### src/rtl/fetch_queue_if.sv
// fetch_queue_if: decode, EX redirect and instruction-memory signals of the prefetch queue
interface fetch_queue_if #(
    parameter int ADDR_W  = 8,
    parameter int INSTR_W = 32,
    parameter int DEPTH   = 4
);
    logic                         J;
    logic [ADDR_W-1:0]            TA;
    logic                         LE;
    logic [ADDR_W-1:0]            imem_addr;
    logic [INSTR_W-1:0]           imem_data;
    logic [ADDR_W-1:0]            B_PC;
    logic [INSTR_W-1:0]           instruction;
    logic                         valid;
    logic [$clog2(DEPTH+1)-1:0]   count;
    logic                         full;
    logic                         empty;
    modport master (
        input  J, TA, LE, imem_data,
        output imem_addr, B_PC, instruction, valid, count, full, empty
    );
    modport slave (
        output J, TA, LE, imem_data,
        input  imem_addr, B_PC, instruction, valid, count, full, empty
    );
endinterface

### src/rtl/fetch_queue.sv
// fetch_queue: prefetch FIFO owning the fetch PC, flushed and redirected by taken branches
module fetch_queue #(
    parameter int                 ADDR_W    = 8,
    parameter int                 INSTR_W   = 32,
    parameter int                 DEPTH     = 4,
    parameter int                 PC_STEP   = 4,
    parameter logic [INSTR_W-1:0] NOP_INSTR = '0
) (
    input logic             CLK,
    input logic             RST,
    fetch_queue_if.master   bus
);
    localparam int PW = $clog2(DEPTH);
    localparam int CW = $clog2(DEPTH + 1);

    logic [ADDR_W-1:0]  pc;
    logic [PW-1:0]      wr_ptr;
    logic [PW-1:0]      rd_ptr;
    logic [CW-1:0]      cnt;
    logic [ADDR_W-1:0]  addr_mem [DEPTH];
    logic [INSTR_W-1:0] data_mem [DEPTH];
    logic               valid;
    logic               full;
    logic               pop;
    logic               push;

    // queue status and the push/pop decisions for this cycle
    always_comb begin
        valid = cnt != '0;
        full  = cnt == CW'(DEPTH);
        pop   = bus.LE & valid & ~bus.J;
        push  = ~bus.J & (~full | pop);
    end

    // pointers, occupancy and fetch PC; reset beats flush, flush beats push/pop
    always_ff @(posedge CLK) begin
        if (RST) begin
            pc     <= '0;
            wr_ptr <= '0;
            rd_ptr <= '0;
            cnt    <= '0;
        end else if (bus.J) begin
            pc     <= bus.TA;
            wr_ptr <= '0;
            rd_ptr <= '0;
            cnt    <= '0;
        end else begin
            if (push) begin
                wr_ptr <= wr_ptr + PW'(1);
                pc     <= pc + ADDR_W'(PC_STEP);
            end
            if (pop)
                rd_ptr <= rd_ptr + PW'(1);
            cnt <= cnt + CW'(push) - CW'(pop);
        end
    end

    // entry storage; stale contents are masked by valid so no reset is needed
    always_ff @(posedge CLK) begin
        if (push && !RST) begin
            addr_mem[wr_ptr] <= pc;
            data_mem[wr_ptr] <= bus.imem_data;
        end
    end

    // show-ahead head entry, all outputs purely from registers
    always_comb begin
        bus.imem_addr   = pc;
        bus.valid       = valid;
        bus.full        = full;
        bus.empty       = ~valid;
        bus.count       = cnt;
        bus.B_PC        = valid ? addr_mem[rd_ptr] : '0;
        bus.instruction = valid ? data_mem[rd_ptr] : NOP_INSTR;
    end
endmodule

### src/flat_wrapper.sv
// flat-port wrapper written by rule: the top's interface ports become plain ports
module fetch_queue_flat 
#(
    parameter int                 ADDR_W    = 8,
    parameter int                 INSTR_W   = 32,
    parameter int                 DEPTH     = 4,
    parameter int                 PC_STEP   = 4,
    parameter logic [INSTR_W-1:0] NOP_INSTR = '0
)
  (CLK, RST, bus_J, bus_TA, bus_LE, bus_imem_data, bus_imem_addr, bus_B_PC, bus_instruction, bus_valid, bus_count, bus_full, bus_empty);
  fetch_queue_if #(.ADDR_W(ADDR_W), .INSTR_W(INSTR_W), .DEPTH(DEPTH)) bus_i ();
  input logic CLK;
  input logic RST;
  input wire logic [$bits(bus_i.J)-1:0] bus_J;
  input wire logic [$bits(bus_i.TA)-1:0] bus_TA;
  input wire logic [$bits(bus_i.LE)-1:0] bus_LE;
  input wire logic [$bits(bus_i.imem_data)-1:0] bus_imem_data;
  output wire logic [$bits(bus_i.imem_addr)-1:0] bus_imem_addr;
  output wire logic [$bits(bus_i.B_PC)-1:0] bus_B_PC;
  output wire logic [$bits(bus_i.instruction)-1:0] bus_instruction;
  output wire logic [$bits(bus_i.valid)-1:0] bus_valid;
  output wire logic [$bits(bus_i.count)-1:0] bus_count;
  output wire logic [$bits(bus_i.full)-1:0] bus_full;
  output wire logic [$bits(bus_i.empty)-1:0] bus_empty;
  assign bus_i.J = bus_J;
  assign bus_i.TA = bus_TA;
  assign bus_i.LE = bus_LE;
  assign bus_i.imem_data = bus_imem_data;
  assign bus_imem_addr = bus_i.imem_addr;
  assign bus_B_PC = bus_i.B_PC;
  assign bus_instruction = bus_i.instruction;
  assign bus_valid = bus_i.valid;
  assign bus_count = bus_i.count;
  assign bus_full = bus_i.full;
  assign bus_empty = bus_i.empty;
  fetch_queue #(.ADDR_W(ADDR_W), .INSTR_W(INSTR_W), .DEPTH(DEPTH), .PC_STEP(PC_STEP), .NOP_INSTR(NOP_INSTR)) u_core (.CLK(CLK), .RST(RST), .bus(bus_i));
endmodule
### config.mk
export PLATFORM = sky130hd
export DESIGN_NAME = fetch_queue_flat
export DESIGN_NICKNAME = d
export VERILOG_FILES = /design/src/rtl/fetch_queue_if.sv /design/src/rtl/fetch_queue.sv /design/src/flat_wrapper.sv
export SDC_FILE = /design/constraint.sdc
export NUM_CORES = 1
export LEC_CHECK = 0
export ABC_CLOCK_PERIOD_IN_PS = 5700
export BUFFER_PORTS_ARGS = -buffer_cell sky130_fd_sc_hd__buf_2
export CORE_ASPECT_RATIO = 0.8
export CORE_MARGIN = 2
export CORE_UTILIZATION = 61
export DETAILED_ROUTE_END_ITERATION = 6
export PLACE_DENSITY = 0.86
export SYNTH_ARGS = -nofsm -noshare
export SYNTH_HDL_FRONTEND = slang
export SYNTH_SLANG_ARGS = --single-unit
### constraint.sdc
create_clock -name CLK -period 5.7 [get_ports CLK]
set_input_delay 0.57 -clock CLK [delete_from_list [all_inputs] [get_ports CLK]]
set_output_delay 0.57 -clock CLK [all_outputs]
set_load 0.05 [all_outputs]
==> results of run 1 <==
[layout make-up]
type | count | share of cell area [%]
Antenna cell | 1 | 0.0309
Timing Repair Buffer | 99 | 6.19
Clock inverter | 15 | 1.55
Multi-Input combinational cell | 147 | 20.4
Tap cell | 144 | 2.23
Sequential cell | 177 | 63.7
Inverter | 14 | 0.650
Clock buffer | 17 | 5.26
[synth_stat cells (2+ instances only)]
cell      count
edfxtp_1    160
and2_1       44
mux4_2       40
dfxtp_1      17
inv_1        14
nor2_1       12
ha_1          7
a21oi_1       6
clkbuf_1      6
xor2_1        5
buf_1         4
buf_2         4
buf_6         4
nand3_1       4
xnor2_1       4
nand2_1       3
o21a_1        3
a211oi_1      2
mux2i_1       2
nor2b_1       2
[where the power goes]
group	total [mW]	switching [mW]	internal (mW)	leakage, nW
Combinational	0.293	0.207	0.0862	1.05
Clock	1.08	0.508	0.571	0.267
Sequential	1.47	0.0222	1.45	1.60
[cells in the final DEF (no fill, tap or decap), drive strengths merged, types with 5 or more instances in the layout]
cell type    n
dfxtp       17
nor2        12
mux4        40
clkbuf      17
clkinv       5
buf         99
inv         22
ha           7
xor2         5
and2        44
edfxtp     160
a21oi        6
[stage by stage]
stage / utilization (%) / worst slack (ns) / std cells
2_1_floorplan: - / 2.89 / 356
3_3_place_gp: 68.6 / 2.83 / 581
3_5_place_dp: 68.6 / 2.80 / 581
4_1_cts: 73.7 / 2.33 / 613
5_1_grt: 73.7 / 2.20 / 613
6_report: 73.7 / 2.44 / 614
[worst min path at each step]
stage	startpoint	to	slack, ns	cells past startpoint
2_1_floorplan	u_core.wr_ptr[1]	u_core.wr_ptr[1]	0.48	2
3_3_place_gp	u_core.wr_ptr[1]	u_core.wr_ptr[1]	0.49	2
3_5_place_dp	u_core.wr_ptr[1]	u_core.wr_ptr[1]	0.50	2
4_1_cts	bus_imem_data[8]	u_core.data_mem[3][8]	0.34	1
5_1_grt	bus_imem_data[0]	u_core.data_mem[3][0]	0.34	1
6_report	bus_imem_data[20]	u_core.data_mem[3][20]	0.36	1
[metal layers]
| metal | part of all wire, % | wire length, um | up-vias |
|---|---|---|---|
| met5 | 0 | 0 | - |
| met4 | 1.4 | 175 | 0 |
| met3 | 8.7 | 1110 | 12 |
| met2 | 49 | 6310 | 162 |
| met1 | 40 | 5160 | 1832 |
| li1 | - | - | 1583 |
[state kept, by name, summed over array words and instances (netlist names), named ones only]
| signal | cells |
|---|---|
| u_core.bus.count | 3 |
| u_core.wr_ptr | 2 |
| u_core.data_mem | 128 |
| u_core.addr_mem | 32 |
| u_core.rd_ptr | 2 |
| u_core.bus.imem_addr | 8 |
[kinds of logic after synthesis]
kind of cell    count (synthesis)
compound gates                 15
xor+xnor                        9
fa+ha+maj                       8
buf+inv                        32
flops                         177
mux                            42
simple gates                   73
==> out/metrics.yaml, run 1 <==
run_status:
  status: "finished clean"
clock_tree:
  cts.repair.resized: 0
  postCtsHoldBufs: 0
  cts.sinks: 177
  cts_made_buffers: 17
  htreeDepth: 4
  cts_max_path_buffers: 2
  clk_latency_ns: 0.42
  clk_pin_slew_ns: 0.07
  root_buffer: "clkbuf_16"
  post_cts_buffers: 0
  tritoncts: "built"
global_routing:
  grt_use_met3_pct: 6.59
  gr-usage-met2_pct: 34.2
  grt_use_total_pct: 22.2
  met1_usage_pct: 30.8
  grt_max_degree: 45
  overflow: 0
  grt_pass1_wl_um: 19300
  grt_pass1_vias: 3555
  antenna_found_initial: 0
  busiest_layer: "met2"
synthesis:
  muxShareOfSynthArea_pct: 13.3
  synth_cell_type_count: 33
  synth_nets: 408
  synth_area_leaders: "edfxtp_1 69%, mux4_2 13%, dfxtp_1 4.9%"
  synth_edf_count: 160
  synth-compound-area-share_pct: 1.48
  synth_seq_area_share_pct: 74.1
  synth_warnings: 0
  synth_top_area_cell: "edfxtp_1"
  synth-simple-area-share_pct: 6.30
  synthCells: 356
  ys.flop_type: "edfxtp_1"
  synth-seq-cells: 177
  yosys.area_share.xor_xnor_pct: 1.13
  yosys.area.top_type_share_pct: 69.2
  synth.avg_cell_area_um2: 19.5
  synthAdderAreaFrac_pct: 1.55
  async_reset_ff_share_pct: 0
  synth_top_family_by_area: "multiplexers"
  syn_area_mm2: 0.00695
timing:
  worst_pin_slew_ns: 1.09
  fin_crit_ns: 3.26
  slew_violations: 0
  holdWs_ns: 0.360
  setup_viol: 0
  rsz0062_at_grt: "false"
  fin_skew_ns: 0.00693
  slew_headroom_pct: 27.1
  tns_ns: 0
  hold_viol: 0
  fmax_ghz: 0.307
  timing.final.crit_share_pct: 57.2
routing:
  avgRoutedWirePerCell_um: 20.8
  drtIter0Drc: 234
  routed_wl_um: 12800
  vias: 3589
  drc: 0
  drtAntennaViolNets: 0
  dr.pass1.iters: 5
  vias_per_cell: 5.85
critical_path:
  endpoint: "bus_instruction[14]"
  worstSetupPathType: "flip-flop to output port"
  slowest_delay_ns: 0.81
  r2r_cells: 11
  critPathCaptureType: "output port"
  reg2reg_from: "u_core.bus.count[1]"
  start_kind: "flip-flop"
  cp_cell_sequence: "buf_4 > mux4_2 > and2_1 > buf_2"
  crit_required_ns: 5.13
  crit_family: "flip-flops"
  arrival_ns: 2.69
  timing.critical_path.buf_inv: 2
  cp.depth: 4
  cp_slowest_cell: "dfxtp_2"
  r2r_slack_ns: 3.14
  crit_fanout: 21
  rr_endpoint: "u_core.bus.count[2]"
placed_design:
  hpwl_um: 7280
  numPortBuffers: 97
  dpl-instance-area_mm2: 0.00753
  gp_congestion: 0.836
finish:
  drive_gt1_share_pct: 38.6
  area_growth_pct: 16.4
  nets: 508
  final_cell_area_mm2: 0.00809
  fillerInstances: 663
  ff_latch_area_mm2: 0.00515
  multi_input_area_mm2: 0.00165
pwr:
  total_leakage_power_nw: 2.91
  powerDensity_mw_per_mm2: 352
  p_total_mw: 2.84
  ir_worst_vdd_mv: 0.227
die:
  row_count: 34
  dieArea_mm2: 0.0123
  initial_utilization_pct: 63.3
  pin_count: 98
  chipWidth_um: 123
  coreArea_mm2: 0.0110
  dieHeight_um: 99.5
flow_run:
  maxCapViolations: 0
hold_path:
  hold_path_class: "input pin to flip-flop"
Power figures use the tool's default switching activity.
==> run 2, diff against run 1 <==
--- a/config.mk
+++ b/config.mk
@@ -5,13 +5,13 @@
 export SDC_FILE = /design/constraint.sdc
 export NUM_CORES = 1
 export LEC_CHECK = 0
-export ABC_CLOCK_PERIOD_IN_PS = 5700
+export ABC_CLOCK_PERIOD_IN_PS = 3240
 export BUFFER_PORTS_ARGS = -buffer_cell sky130_fd_sc_hd__buf_2
 export CORE_ASPECT_RATIO = 0.8
 export CORE_MARGIN = 2
-export CORE_UTILIZATION = 61
+export CORE_UTILIZATION = 57
 export DETAILED_ROUTE_END_ITERATION = 6
-export PLACE_DENSITY = 0.86
+export PLACE_DENSITY = 0.81
 export SYNTH_ARGS = -nofsm -noshare
 export SYNTH_HDL_FRONTEND = slang
 export SYNTH_SLANG_ARGS = --single-unit
==> constraint.sdc (replaced) <==
create_clock -name CLK -period 3.24 [get_ports CLK]
set_input_delay 0.324 -clock CLK [delete_from_list [all_inputs] [get_ports CLK]]
set_output_delay 0.324 -clock CLK [all_outputs]
set_load 0.05 [all_outputs]
==> run 2 against run 1 <==
Compared with the run above: highest routed layer unchanged; final cell count rose by 2.4%; die area rose by 6.8%; sequential share of layout area fell by 0.86 points; combinational power rose by 77%; worst hold slack got worse by 0.25 ns; register-to-register slack got worse by 2.2 ns; critical path type unchanged; first-iteration DRC count fell by 16%; sequential cell count did not move; non-clock buffer count rose by 8; count of clock-buffer cells in the layout rose by 8; largest cell class unchanged; sequential power rose by 76%.
==> out/metrics.yaml, run 2 (same netlist as run 1, synthesis figures left out) <==
timing:
  setup_viol: 0  # unchanged
  timing.final.crit_share_pct: 82.1
  worst_pin_slew_ns: 0.800  # was 1.09 ns
  fmax_ghz: 0.376
  fin_skew_ns: 0.00918  # was 0.00693 ns
  fin_crit_ns: 2.66
  slew_headroom_pct: 46.7  # was 27.1%
  slew_violations: 0  # unchanged
  rsz0062_at_grt: "false"  # unchanged
  tns_ns: 0  # unchanged
  hold_viol: 0  # unchanged
finish:
  final_common_cell: "edfxtp_1"  # unchanged
  nets: 516  # was 508
  fillerInstances: 784  # was 663
  top_register: "u_core.data_mem"  # unchanged
  antenna_cells: 0  # was 1
  area_growth_pct: 18.0  # was 16.4%
  drive_gt1_share_pct: 39.2  # was 38.6%
  largest_register_ffs: 128  # unchanged
  most-common-layout-cells: "160 x edfxtp_1, 97 x buf_2, 40 x mux4_2, 40 x and2_1, 20 x clkbuf_16"  # was 160 x edfxtp_1, 97 x buf_2, 40 x mux4_2, 40 x and2_1, 17 x clkbuf_16
  utilization_pct: 68.2  # was 73.7%
critical_path:
  worstSetupPathType: "flip-flop to output port"  # unchanged
  cp.depth: 3  # was 4
  endpoint: "bus_instruction[11]"  # was bus_instruction[14]
  timing.critical_path.buf_inv: 1  # was 2
  crit_fanout: 40  # was 21
  crit_required_ns: 2.92  # was 5.13 ns
  rr_endpoint: "u_core.bus.count[2]"  # unchanged
  cp_cell_sequence: "mux4_2 > and2_1 > buf_2"  # was buf_4 > mux4_2 > and2_1 > buf_2
  critPathCaptureType: "output port"  # unchanged
  r2r_slack_ns: 0.95  # was 3.14 ns
  arrival_ns: 2.34  # was 2.69 ns
  reg2reg_from: "u_core.bus.count[1]"  # unchanged
  start_kind: "flip-flop"  # unchanged
  cp_slowest_cell: "dfxtp_4"  # was dfxtp_2
  slowest_delay_ns: 0.88  # was 0.81 ns
  r2r_cells: 10  # was 11
  crit_family: "flip-flops"  # unchanged
clock_tree:
  cts_made_buffers: 17  # unchanged
  tritoncts: "built"  # unchanged
  cts_max_path_buffers: 2  # unchanged
  cts.sinks: 177  # unchanged
  root_buffer: "clkbuf_16"  # unchanged
  clk_pin_slew_ns: 0.06  # was 0.07 ns
  clk_latency_ns: 0.42  # about the same
  post_cts_buffers: 0  # unchanged
  htreeDepth: 4  # unchanged
  postCtsHoldBufs: 0  # unchanged
  cts.repair.resized: 0  # unchanged
global_routing:
  grt_pass1_wl_um: 19100  # was 19,300 um
  grt_max_degree: 44  # was 45
  grt_pass1_vias: 3595  # was 3,555
  overflow: 0  # unchanged
  grt_use_total_pct: 20.3  # was 22.2%
  antenna_found_initial: 0  # unchanged
pwr:
  powerDensity_mw_per_mm2: 618  # was 352 mW/mm^2
  total_leakage_power_nw: 2.99  # was 2.91 nW
  ir_worst_vdd_mv: 0.406  # was 0.227 mV
routing:
  vias: 3482  # was 3,589
  drc: 0  # unchanged
  vias_per_cell: 5.54  # was 5.85
  dr.pass1.iters: 6  # was 5
  drtAntennaViolNets: 0  # unchanged
  routed_wl_um: 12500  # was 12,800 um
  avgRoutedWirePerCell_um: 19.8  # was 20.8 um
  drtIter0Drc: 197  # was 234
placed_design:
  numPortBuffers: 97  # unchanged
  gp_congestion: 0.751  # was 0.836
  hpwl_um: 7790  # was 7280 um
die:
  pin_count: 98  # unchanged
  coreArea_mm2: 0.0120  # was 0.0110 mm^2
  chipWidth_um: 127  # was 123 um
  row_count: 36  # was 34
  initial_utilization_pct: 57.8  # was 63.3%
  dieHeight_um: 103  # was 99.5 um
  dieArea_mm2: 0.0131  # was 0.0123 mm^2
run_status:
  status: "finished clean"  # unchanged
hold_path:
  hold_path_class: "input pin to flip-flop"  # unchanged
flow_run:
  maxCapViolations: 0  # unchanged
[run 2: changes by cell type in the layout (fill, tap and decap cells not counted), sizes merged]
cell / change
buf: +8
clkbuf: +8
inv: -7
clkinvlp: -2
clkinv: +1
diode: -1
[run 2: where the power goes]
part / total (mW) / internal, mW / leakage (nW) / switching [mW]
Combinational: 0.519 / 0.156 / 1.09 / 0.363
Sequential: 2.59 / 2.55 / 1.60 / 0.0430
Clock: 1.96 / 1.16 / 0.293 / 0.802
Total: 5.07 / 3.86 / 2.99 / 1.21
[run 2: worst min path at each step]
stage	startpoint	to	slack, ns	cells past startpoint
5_1_grt	bus_imem_data[5]	u_core.data_mem[3][5]	0.10	1
3_3_place_gp	u_core.wr_ptr[1]	u_core.wr_ptr[1]	0.49	2
6_report	bus_imem_data[2]	u_core.data_mem[1][2]	0.11	1
2_1_floorplan	bus_imem_data[0]	u_core.data_mem[0][0]	0.42	0
3_5_place_dp	u_core.wr_ptr[1]	u_core.wr_ptr[1]	0.52	2
4_1_cts	bus_imem_data[16]	u_core.data_mem[2][16]	0.1	1
[run 2: routing by layer]
metal / wire [um] / up-vias / GRT usage, %
met1: 5330 / 1773 / 26.3
met2: 6170 / 99 / 32.5
met4: 187 / 0 / 7.52
li1: - / 1596 / -
met3: 791 / 14 / 7.01
met5: 0 / - / 0
[run 2: cell type report]
cell class,count,area (um^2),share of cell area (%)
Sequential cell,177,5150,62.8
Multi-Input combinational cell,147,1650,20.2
Timing Repair Buffer,107,573,6.99
Clock buffer,25,539,6.58
Tap cell,152,190,2.32
Inverter,14,52.6,0.641
Clock inverter,7,43.8,0.534
[run 2: stage by stage]
step	total power, mW	hold slack [ns]	setup slack, ns	cell area, um^2	std cells
floorplan	3.01	0.423	0.429	6950	356
global placement	3.15	0.489	0.939	7620	597
detailed placement	3.16	0.521	0.849	7620	597
CTS	5.11	0.0974	0.516	8200	629
global route	5.23	0.105	0.398	8200	629
finish	5.07	0.114	0.581	8200	629
==> run 3, diff against run 2 <==
--- a/config.mk
+++ b/config.mk
@@ -5,13 +5,13 @@
 export SDC_FILE = /design/constraint.sdc
 export NUM_CORES = 1
 export LEC_CHECK = 0
-export ABC_CLOCK_PERIOD_IN_PS = 3240
+export ABC_CLOCK_PERIOD_IN_PS = 2100
 export BUFFER_PORTS_ARGS = -buffer_cell sky130_fd_sc_hd__buf_2
 export CORE_ASPECT_RATIO = 0.8
 export CORE_MARGIN = 2
-export CORE_UTILIZATION = 57
+export CORE_UTILIZATION = 51
 export DETAILED_ROUTE_END_ITERATION = 6
-export PLACE_DENSITY = 0.81
+export PLACE_DENSITY = 0.77
 export SYNTH_ARGS = -nofsm -noshare
 export SYNTH_HDL_FRONTEND = slang
 export SYNTH_SLANG_ARGS = --single-unit
==> constraint.sdc (replaced) <==
create_clock -name CLK -period 2.1 [get_ports CLK]
set_input_delay 0.21 -clock CLK [delete_from_list [all_inputs] [get_ports CLK]]
set_output_delay 0.21 -clock CLK [all_outputs]
set_load 0.05 [all_outputs]
==> run 3 against run 2 <==
Compared with the run above: the flow now finishes with violations (negative setup slack); routed wire length is 3.7% higher; cell area grew 11%; via count grew 6.6%.
==> out/metrics.yaml, run 3 (same netlist as run 1, synthesis figures left out) <==
pwr:
  total_leakage_power_nw: 3.28  # was 2.99 nW
  powerDensity_mw_per_mm2: 869  # was 618 mW/mm^2
  ir_worst_vdd_mv: 0.547  # was 0.406 mV
critical_path:
  slowest_delay_ns: 0.51  # was 0.88 ns
  r2r_cells: 10  # unchanged
  arrival_ns: 1.92  # was 2.34 ns
  worstSetupPathType: "flip-flop to output port"  # unchanged
  r2r_slack_ns: 0.02  # was 0.95 ns
  reg2reg_from: "u_core.bus.count[2]"  # was u_core.bus.count[1]
  crit_fanout: 6  # was 40
  start_kind: "flip-flop"  # unchanged
  cp_cell_sequence: "clkbuf_16 > mux4_2 > and2_4 > buf_6"  # was mux4_2 > and2_1 > buf_2
  timing.critical_path.buf_inv: 2  # was 1
  critPathCaptureType: "output port"  # unchanged
  rr_endpoint: "u_core.bus.count[2]"  # unchanged
  cp_slowest_cell: "mux4_2"  # was dfxtp_4
  crit_family: "multiplexers"  # was flip-flops
  crit_required_ns: 1.89  # was 2.92 ns
finish:
  antenna_cells: 0  # unchanged
  top_register: "u_core.data_mem"  # unchanged
  ff_latch_area_mm2: 0.00516  # was 0.00515 mm^2
  nets: 555  # was 516
  fillerInstances: 899  # was 784
  largest_register_ffs: 128  # unchanged
  final_common_cell: "edfxtp_1"  # unchanged
  area_growth_pct: 31.4  # was 18.0%
  multi_input_area_mm2: 0.00178  # was 0.00165 mm^2
  drive_gt1_share_pct: 47.9  # was 39.2%
  most-common-layout-cells: "160 x edfxtp_1, 57 x buf_2, 44 x and2_4"  # was 160 x edfxtp_1, 97 x buf_2, 40 x mux4_2, 40 x and2_1, 20 x clkbuf_16
routing:
  avgRoutedWirePerCell_um: 18.6  # was 19.8 um
  drtAntennaViolNets: 0  # unchanged
  vias_per_cell: 5.33  # was 5.54
  drtIter0Drc: 333  # was 197
  vias: 3711  # was 3,482
  routed_wl_um: 12900  # was 12,500 um
  drc: 0  # unchanged
  dr.pass1.iters: 4  # was 6
clock_tree:
  clk_pin_slew_ns: 0.06  # about the same
  cts_made_buffers: 17  # unchanged
  clk_latency_ns: 0.42  # about the same
  tritoncts: "built"  # unchanged
  root_buffer: "clkbuf_16"  # unchanged
  cts.sinks: 177  # unchanged
  htreeDepth: 4  # unchanged
  cts_max_path_buffers: 2  # unchanged
timing:
  slew_headroom_pct: 65.2  # was 46.7%
  worst_pin_slew_ns: 0.521  # was 0.800 ns
  fin_ws_ns: -0.0313  # was 0.581 ns
  fin_skew_ns: 0.00849  # was 0.00918 ns
  slew_violations: 0  # unchanged
  rsz0062_at_grt: "true"  # was false
  setup_viol: 27  # was 0
  fin_crit_ns: 2.13
  hold_viol: 0  # unchanged
  fmax_ghz: 0.469
  timing.final.crit_share_pct: 101
  tns_ns: -0.453  # was 0 ns
global_routing:
  antenna_found_initial: 0  # unchanged
  grt_pass1_vias: 3803  # was 3,595
  overflow: 0  # unchanged
  grt_max_degree: 44  # unchanged
  grt_use_total_pct: 18.8  # was 20.3%
  grt_pass1_wl_um: 20000  # was 19,100 um
run_status:
  violations: "negative setup slack"
  status: "complete, but fails checks"  # was finished clean
flow_run:
  maxCapViolations: 0  # unchanged
die:
  chipWidth_um: 134  # was 127 um
  row_count: 38  # was 36
  dieArea_mm2: 0.0146  # was 0.0131 mm^2
  dieHeight_um: 108  # was 103 um
  coreArea_mm2: 0.0135  # was 0.0120 mm^2
  pin_count: 98  # unchanged
  initial_utilization_pct: 51.6  # was 57.8%
hold_path:
  min_path_cells: 1  # unchanged
  hold_path_class: "input pin to flip-flop"  # unchanged
  min_from: "bus_imem_data[4]"  # was bus_imem_data[2]
  hold_end: "u_core.data_mem[1][4]"  # was u_core.data_mem[1][2]
placed_design:
  hpwl_um: 7660  # was 7790 um
  numPortBuffers: 97  # unchanged
  dp_worst_setup_slack_ns: -0.110  # was 0.849 ns
  gp_congestion: 0.837  # was 0.751
run 3: cell count changes in the layout (fill, tap and decap cells not counted), sizes merged:
cell,previous run,this run
dlygate4sd3,0,23
clkinv,6,3
clkinvlp,0,3
inv,15,13
bufinv,0,1
clkbuf,25,29
buf,107,120
run 3: stage by stage:
step | hold slack, ns | cell area, um^2 | utilization [%] | cells | power (mW)
6_report | 0.0188 | 9130 | 67.8 | 696 | 7.93
5_1_grt | 0.00295 | 9130 | 67.8 | 696 | 8.21
4_1_cts | 0.000325 | 8970 | 66.7 | 691 | 7.94
3_5_place_dp | 0.428 | 7880 | 58.6 | 636 | 4.92
3_3_place_gp | 0.420 | 7880 | 58.6 | 636 | 4.90
2_1_floorplan | 0.309 | 6990 | - | 356 | 4.65
run 3: area by class of cell:
cell class	count	share of cell area [%]
inverter	14	0.617
clock buffer	26	5.25
sequential	177	56.5
clock inverter	6	0.658
timing repair buffer	146	15.0
multi-input combinational	147	19.4
tap	180	2.47
run 3: where the power goes:
part / internal (mW) / leakage [nW] / switching, mW / total (mW)
clock: 1.69 / 0.258 / 1.18 / 2.86
combinational: 0.462 / 1.43 / 0.624 / 1.09
sequential: 3.93 / 1.60 / 0.0488 / 3.98
total: 6.08 / 3.28 / 1.85 / 7.93
run 3: timing repair:
item                       4_1_cts  5_1_grt
setup buffers                    0        1
hold endpoints to repair        79        4
pin swaps                        4        0
setup endpoints to repair       41       41
hold buffers                    22        1
gates cloned                     1        3
gates resized for setup        101       24
run 3: how the worst max path moves through the flow:
stage,start,endpoint,slack [ns],cells past startpoint
floorplan,u_core.bus.count[1],u_core.bus.count[2],-0.37,11
global placement,u_core.bus.count[1],u_core.bus.count[2],-0.05,10
detailed placement,u_core.bus.count[1],u_core.bus.count[2],-0.11,10
CTS,flip-flop,bus_instruction[9],-0.05,4
global route,flip-flop,bus_instruction[6],-0.10,4
finish,flip-flop,bus_instruction[17],-0.03,4
run 3: per-layer routing:
metal  track usage (%)  share of wire [%]
met4              7.74                1.5
met1              25.3                 44
met2              29.3                 49
met5                 0                  0
met3              5.16                5.5
